===== src/rtl/rps_score_keeper.sv =====
// Rock-paper-scissors score keeper: tallies judged rounds, holds each
// result for a display window and declares the match winner.
//
// Ports:
//   clk, reset     rising-edge clock, synchronous active-high reset
//   round_valid    result carries a judged round this cycle
//   result         000 P1, 001 P2, 010 tie, others invalid
//   new_match      clear scores and start a new match
//   ready          round accepted this cycle if round_valid (state PLAY)
//   p1_score       P1 points
//   p2_score       P2 points
//   tie_count      tied rounds (saturating)
//   invalid_count  invalid rounds (saturating)
//   last_result    raw code of last accepted round, 100 when none
//   match_over     winner declared
//   winner         00 none, 01 P1, 10 P2
module rps_score_keeper #(
    parameter int WIN_TARGET  = 3,
    parameter int SCORE_W     = 4,
    parameter int HOLD_CYCLES = 8
) (
    input  logic               clk,
    input  logic               reset,
    input  logic               round_valid,
    input  logic [2:0]         result,
    input  logic               new_match,
    output logic               ready,
    output logic [SCORE_W-1:0] p1_score,
    output logic [SCORE_W-1:0] p2_score,
    output logic [SCORE_W-1:0] tie_count,
    output logic [SCORE_W-1:0] invalid_count,
    output logic [2:0]         last_result,
    output logic               match_over,
    output logic [1:0]         winner
);

    localparam int HW = (HOLD_CYCLES > 1) ? $clog2(HOLD_CYCLES) : 1;
    localparam logic [HW-1:0]      HOLD_LAST = HW'(HOLD_CYCLES - 1);
    localparam logic [SCORE_W-1:0] WT        = SCORE_W'(WIN_TARGET);
    localparam logic [SCORE_W-1:0] ONE       = SCORE_W'(1);
    localparam logic [SCORE_W-1:0] SAT       = '1;
    localparam logic [2:0]         NO_RES    = 3'b100;

    typedef enum logic [1:0] {
        S_PLAY,
        S_HOLD,
        S_DONE
    } state_t;

    state_t             r_state;
    logic [HW-1:0]      r_hold_cnt;
    logic [SCORE_W-1:0] r_p1;
    logic [SCORE_W-1:0] r_p2;
    logic [SCORE_W-1:0] r_tie;
    logic [SCORE_W-1:0] r_inv;
    logic [2:0]         r_last;
    logic               r_over;
    logic [1:0]         r_winner;

    logic [SCORE_W-1:0] w_p1_inc;
    logic [SCORE_W-1:0] w_p2_inc;

    always_comb begin
        w_p1_inc = r_p1 + ONE;
        w_p2_inc = r_p2 + ONE;
    end

    always_ff @(posedge clk) begin
        if (reset || new_match) begin
            // new_match clears to exactly the power-on state
            r_state    <= S_PLAY;
            r_hold_cnt <= '0;
            r_p1       <= '0;
            r_p2       <= '0;
            r_tie      <= '0;
            r_inv      <= '0;
            r_last     <= NO_RES;
            r_over     <= 1'b0;
            r_winner   <= 2'b00;
        end else begin
            unique case (r_state)
                S_PLAY: begin
                    if (round_valid) begin
                        r_last     <= result;
                        r_hold_cnt <= '0;
                        r_state    <= S_HOLD;
                        case (result)
                            3'b000: begin
                                r_p1 <= w_p1_inc;
                                if (w_p1_inc == WT) begin
                                    r_state  <= S_DONE;
                                    r_over   <= 1'b1;
                                    r_winner <= 2'b01;
                                end
                            end
                            3'b001: begin
                                r_p2 <= w_p2_inc;
                                if (w_p2_inc == WT) begin
                                    r_state  <= S_DONE;
                                    r_over   <= 1'b1;
                                    r_winner <= 2'b10;
                                end
                            end
                            3'b010: begin
                                if (r_tie != SAT) r_tie <= r_tie + ONE;
                            end
                            default: begin
                                if (r_inv != SAT) r_inv <= r_inv + ONE;
                            end
                        endcase
                    end
                end
                S_HOLD: begin
                    // incoming rounds are dropped while the result is shown
                    if (r_hold_cnt == HOLD_LAST) begin
                        r_hold_cnt <= '0;
                        r_state    <= S_PLAY;
                    end else begin
                        r_hold_cnt <= r_hold_cnt + 1'b1;
                    end
                end
                S_DONE: begin
                    r_state <= S_DONE;
                end
                default: begin
                    r_state <= S_PLAY;
                end
            endcase
        end
    end

    assign ready         = (r_state == S_PLAY);
    assign p1_score      = r_p1;
    assign p2_score      = r_p2;
    assign tie_count     = r_tie;
    assign invalid_count = r_inv;
    assign last_result   = r_last;
    assign match_over    = r_over;
    assign winner        = r_winner;

endmodule


===== config.mk =====
export PLATFORM = sky130hd
export DESIGN_NAME = rps_score_keeper
export DESIGN_NICKNAME = d
export VERILOG_FILES = /design/src/rtl/rps_score_keeper.sv
export SDC_FILE = /design/constraint.sdc
export NUM_CORES = 1
export LEC_CHECK = 0
export BUFFER_PORTS_ARGS = -buffer_cell sky130_fd_sc_hd__buf_4
export CAP_MARGIN = 20
export CORE_ASPECT_RATIO = 1.2
export CORE_MARGIN = 2
export CORE_UTILIZATION = 57
export CTS_CLUSTER_DIAMETER = 120
export DETAILED_ROUTE_END_ITERATION = 6
export GPL_TIMING_DRIVEN = 0
export PLACE_DENSITY = 0.83
export RECOVER_POWER = 100
export REMOVE_ABC_BUFFERS = 1
export SYNTH_ARGS = -nofsm -noshare
export SYNTH_HDL_FRONTEND = slang
export SYNTH_SLANG_ARGS = --single-unit

===== constraint.sdc =====
create_clock -name clk -period 3.4 [get_ports clk]
set_clock_uncertainty 0.05 [all_clocks]
set_input_delay 0.34 -clock clk [delete_from_list [all_inputs] [get_ports clk]]
set_output_delay 0.34 -clock clk [all_outputs]
set_load 0.01 [all_outputs]

==> results.py, run 1 <==
metrics = {
    "synth": {
        "synth_warnings": 0,
        "synth_top_area_share_pct": 39.3,
        "syn_area_um2": 1370,
        "syn_avg_cell_area_um2": 9.04,
        "ys_ff_latch": 27,
        "syn_inst": 152,
        "synth-seq-area-share_pct": 39.3,
        "ys_types": 37,
        "synth_top_area_cell": "dfxtp_1",
        "synth_area_leaders": "dfxtp_1 (39%), ha_1 (7.3%), xnor2_1 (6.4%)",
    },
    "clocking": {
        "cts_max_level": 1,
        "cts_tree": "done",
        "cts_hold_buf": 0,
        "cts_buffers": 3,
        "clk_latency_ps": 330,
        "clkSinkCount": 27,
        "ctsResizeCount": 0,
        "clock_path_buffers": 2,
        "cts_setup_buffers": 0,
        "cts_root_buf": "clkbuf_4",
        "cts.clk_slew.worst_paths_ps": 140,
    },
    "routing": {
        "top_layer": "met4",
        "via_count": 1123,
        "drt_iter0_drc": 11,
        "wl_per_cell_um": 12.4,
        "wl_um": 2600,
        "drc": 0,
        "dr_wl_met3_um": 129,
        "ant_nets": 0,
        "dr_wl_met2_um": 1230,
        "first_pass_iters": 4,
        "wl_met1_um": 1170,
        "vias_per_cell": 5.37,
    },
    "finish": {
        "drive_above_1_share_pct": 6.18,
        "antennaDiodeCount": 0,
        "layout_commonest_cell": "dfxtp_1",
        "synthToLayoutAreaGrowth_pct": 7.19,
        "finalNetCount": 194,
        "layout_common_cells": "dfxtp_1 (27), nor2_1 (23), clkbuf_1 (23), nand2_1 (15), nand3_1 (13)",
        "utilization_pct": 64.5,
    },
    "sta": {
        "setup_viol": 0,
        "timing.final.ws_setup_ps": 1410,
        "rsz0062_at_grt": "no",
        "finalHoldViolations": 0,
        "slew_headroom_pct": 60.6,
        "finalCritPeriodShare_pct": 58.6,
        "tightest_slew_ps": 590,
        "max_freq_mhz": 502,
        "min_period_ps": 1990,
        "tns_ps": 0,
        "drv_slew": 0,
    },
    "pwr": {
        "ir_drop_v": 0.000256,
        "leakagePower_nw": 0.544,
        "power.density_nw_per_um2": 344,
    },
    "worst_setup_path": {
        "cpMaxStageDelayCell": "o32ai_1",
        "cp.arrival_ps": 2210,
        "cp_cell_sequence": "or3b_1, o32ai_1, mux2i_1",
        "end_kind": "flop",
        "slowest_delay_ps": 630,
        "critical_path_buf_inv_count": 0,
        "worstPathMaxFanout": 13,
        "crit_path_start_kind": "flop",
        "crit_type": "flop to flop",
        "crit_family": "compound AO/OA/AOI/OAI gates",
        "required_ps": 3620,
    },
    "die": {
        "die_x_um": 48.8,
        "io_pins": 30,
        "design.core.area_um2": 2280,
        "die_area_um2": 2820,
        "fp-row-count": 19,
        "dieHeight_um": 57.8,
        "initial_core_util_pct": 60.2,
    },
    "place": {
        "numPortBuffers": 29,
        "gp_congestion": 0.713,
        "dpl_worst_slack_ps": 1680,
        "dp_hpwl_um": 1960,
    },
    "global_routing": {
        "grt_pass1_vias": 1056,
        "antenna_found_initial": 0,
        "grt_max_degree": 25,
        "overflow": 0,
        "grt.total_usage_pct": 19.2,
        "grt_first_pass_wirelength_um": 4280,
    },
    "job": {
        "drv_cap": 0,
    },
    "worst_hold_path": {
        "hold_class": "input pin to flop",
    },
    "run_status": {
        "status": "completed",
    },
}
-- power breakdown --
| group | total (W) | leakage [nW] | internal, W | switching, W |
|---|---|---|---|---|
| logic | 0.0000444 | 0.308 | 0.0000165 | 0.0000279 |
| clock network | 0.000139 | 0.0177 | 0.0000442 | 0.0000947 |
| registers | 0.000324 | 0.218 | 0.000320 | 0.00000377 |
-- routing by layer --
layer  vias to the layer above  global-route usage, %
met5                         -                      0
met4                         0                   8.57
met3                        11                   2.84
met2                        35                   34.6
met1                       504                   22.7
li1                        573                      -
-- Yosys cell counts --
cell / n
dfxtp_1: 27
a211oi_1: 1
inv_1: 5
a21oi_1: 6
o21a_1: 1
or3b_4: 1
buf_6: 2
or3b_1: 1
a41o_1: 1
a31oi_1: 1
nor3b_1: 2
xor2_1: 5
or3_1: 1
clkbuf_1: 5
nand4_1: 1
nor2_1: 23
nor4b_4: 1
nand2b_1: 1
nor4_2: 2
o21ai_1: 1
o21ai_0: 1
nor4_4: 1
or4b_1: 1
nor4_1: 1
nor3_1: 2
nor2b_1: 1
or2_2: 1
o32ai_2: 1
nand2_1: 15
nor4b_1: 1
and3_1: 1
o22a_1: 1
nor3_2: 1
ha_1: 8
mux2i_1: 5
nand3_1: 13
xnor2_1: 10
-- worst paths after layout --
kind | slack (ps) | end | from | cells past startpoint
hold / removal | 220 | last_result[2] | reset | 3
setup reg to reg | 1410 | winner[1] | r_state[1] | 3
setup / recovery | 1410 | winner[1] | r_state[1] | 3
hold reg to reg | 430 | winner[0] | winner[0] | 2
-- registers in the layout (all words and copies together), names as in the netlist --
register	flops
invalid_count	4
last_result	3
match_over	1
p1_score	4
p2_score	4
r_hold_cnt	3
r_state	2
tie_count	4
winner	2
-- cell families after synthesis --
group                    share of synthesized area, %
adder cells (fa/ha/maj)                          7.29
AND/OR/NAND/NOR                                  28.8
flip-flops                                       39.3
AO/OA/AOI/OAI                                    7.01
buffers and inverters                            4.37
multiplexers                                     3.64
XOR/XNOR                                         9.56
-- through the flow --
step / hold WS (ps) / power [W] / area, um2 / cells
3_3_place_gp: 397 / 0.000381 / 1590 / 205
4_1_cts: 200 / 0.000521 / 1620 / 209
6_report: 216 / 0.000507 / 1470 / 209
3_5_place_dp: 410 / 0.000383 / 1590 / 205
5_1_grt: 214 / 0.000528 / 1470 / 209
2_1_floorplan: 402 / 0.000361 / 1330 / 145
-- tightest hold or removal path, delay by kind of cell --
kind,cells,cell delay (ps)
buffers and inverters,1,80
and+or+nand+nor,2,150
-- cell type report --
| class | count | area, um2 |
|---|---|---|
| tap | 31 | 38.8 |
| multi-input combinational | 113 | 716 |
| fill | 234 | 810 |
| inverter | 5 | 18.8 |
| clock buffer | 3 | 22.5 |
| clock inverter | 1 | 5.00 |
| sequential | 27 | 541 |
| timing repair buffer | 29 | 131 |
No activity file was read; power rests on OpenSTA's default activity.
==> run 2, diff against run 1 <==
Settings changed: CORE_UTILIZATION 57 to 48, PLACE_DENSITY 0.83 to 0.75.
Clock period 3.4 ns to 1.6 ns, I/O delays scaled along.
==> results.py, run 2 (same netlist as run 1, synthesis figures left out) <==
metrics = {
    "sta": {
        "min_period_ps": 1630,
        "tns_ps": -36.1,
        "rsz0062_at_grt": "yes",
        "max_freq_mhz": 615,
        "finalHoldViolations": 0,
        "drv_slew": 0,
        "slew_headroom_pct": 58.8,
        "timing.final.ws_setup_ps": -25.0,
        "setup_viol": 2,
        "tightest_slew_ps": 618,
        "finalCritPeriodShare_pct": 102,
    },
    "die": {
        "initial_core_util_pct": 49.8,
        "fp-row-count": 21,
        "io_pins": 30,
        "die_area_um2": 3310,
        "dieHeight_um": 62.6,
        "die_x_um": 52.8,
        "design.core.area_um2": 2760,
    },
    "clocking": {
        "cts.clk_slew.worst_paths_ps": 150,
        "cts_root_buf": "clkbuf_4",
        "cts_buffers": 3,
        "clkSinkCount": 27,
        "cts_tree": "done",
        "cts_max_level": 1,
        "clk_latency_ps": 320,
        "clock_path_buffers": 2,
    },
    "worst_setup_path": {
        "cp_cell_sequence": "or3b_4, o32ai_4, mux2i_1",
        "required_ps": 1800,
        "crit_type": "flop to flop",
        "crit_path_start_kind": "flop",
        "worstPathMaxFanout": 7,
        "end_kind": "flop",
        "cpMaxStageDelayCell": "or3b_4",
        "cp.arrival_ps": 1830,
        "slowest_delay_ps": 490,
    },
    "pwr": {
        "leakagePower_nw": 0.617,
        "p_sw_w": 0.000287,
        "p_seq_share_pct": 61.9,
        "power.density_nw_per_um2": 656,
        "switching_share_pct": 25.9,
        "clkPwrFrac_pct": 26.6,
        "power.share.combinational_pct": 11.5,
        "ir_drop_v": 0.000398,
        "p_int_w": 0.000822,
    },
    "place": {
        "dp.cells": 208,
        "numPortBuffers": 29,
        "gp_congestion": 0.677,
        "dp_hpwl_um": 1940,
        "dpl_worst_slack_ps": -113,
    },
    "finish": {
        "nFillCells": 270,
        "fin_cells": 219,
        "antennaDiodeCount": 0,
        "synthToLayoutAreaGrowth_pct": 23.0,
        "drive_above_1_share_pct": 22.2,
        "layout_common_cells": "nor2_1 (23), dfxtp_1 (23), clkbuf_1 (19), buf_4 (16), nand2_1 (15)",
        "finalNetCount": 201,
    },
    "global_routing": {
        "grt_pass1_vias": 1090,
        "antenna_found_initial": 0,
        "grt_first_pass_wirelength_um": 4710,
        "grt_max_degree": 25,
        "overflow": 0,
        "grt.total_usage_pct": 18.0,
    },
    "routing": {
        "first_pass_iters": 4,
        "ant_nets": 0,
        "vias_per_cell": 5.26,
        "wl_um": 2840,
        "drc": 0,
        "via_count": 1151,
        "wl_per_cell_um": 13.0,
        "drt_iter0_drc": 10,
    },
    "worst_hold_path": {
        "hold_class": "input pin to flop",
    },
    "run_status": {
        "status": "finished with violations",
        "violations": "negative setup slack",
    },
    "job": {
        "drv_cap": 0,
    },
}
==> run 2: area by class of cell <==
cell class                      count  area, um2  area share (%)
Clock buffer                        3       22.5            1.33
Clock inverter                      1       5.00           0.296
Inverter                            5       18.8            1.11
Multi-Input combinational cell    114        857            50.7
Sequential cell                    27        553            32.7
Tap cell                           34       42.5            2.52
Timing Repair Buffer               35        191            11.3
==> run 2: per-stage QoR <==
stage	total power, W	instance area (um2)	hold slack (ps)	utilization, %
5_1_grt	0.00115	1690	57.2	61.3
3_5_place_dp	0.000815	1590	385	57.7
4_1_cts	0.00111	1710	48.1	62.0
6_report	0.00111	1690	49.5	61.3
2_1_floorplan	0.000768	1330	233	-
3_3_place_gp	0.000811	1590	373	57.7
==> run 2: layer usage <==
metal / wire (um) / global-route usage, % / vias to the layer above / share of wire, %
met5: 0 / 0 / - / 0
met4: 17 / 4.81 / 0 / 0.60
met3: 84 / 2.63 / 2 / 3.0
met2: 1420 / 30.9 / 22 / 50
met1: 1320 / 23.0 / 539 / 46
li1: - / - / 588 / -
==> run 2: path summary, 6_finish.rpt <==
kind	start	end	slack, ps	depth (start not counted)
worst max-delay path	r_state[1]	winner[0]	-30	3
worst max register to register	r_state[1]	winner[0]	-30	3
worst min register to register	last_result[2]	last_result[2]	430	2
worst min-delay path	reset	last_result[2]	50	3
==> run 2: power by group through the flow <==
| stage | Combinational, W | Clock [W] | Sequential (W) |
|---|---|---|---|
| 2_1_floorplan | 0.0000629 | 0 | 0.000705 |
| 3_3_place_gp | 0.000108 | 0 | 0.000704 |
| 3_5_place_dp | 0.000111 | 0 | 0.000704 |
| 4_1_cts | 0.000125 | 0.000295 | 0.000688 |
| 5_1_grt | 0.000140 | 0.000322 | 0.000688 |
| 6_report | 0.000127 | 0.000295 | 0.000686 |
==> run 2: worst max-delay path, delay by kind of cell (launching register included) <==
kind,cells,cell delay [ps]
simple gates,1,490
flops,1,400
mux,1,230
compound gates,1,380
==> run 2: repair_timing <==
| item | 4_1_cts | 5_1_grt |
|---|---|---|
| gates resized for setup | 15 | 5 |
| gates cloned | 1 | 0 |
| endpoints found under the setup margin | 12 | 12 |
| pin swaps | 5 | 6 |
| setup buffers | 2 | 4 |
| hold buffers | 0 | 0 |
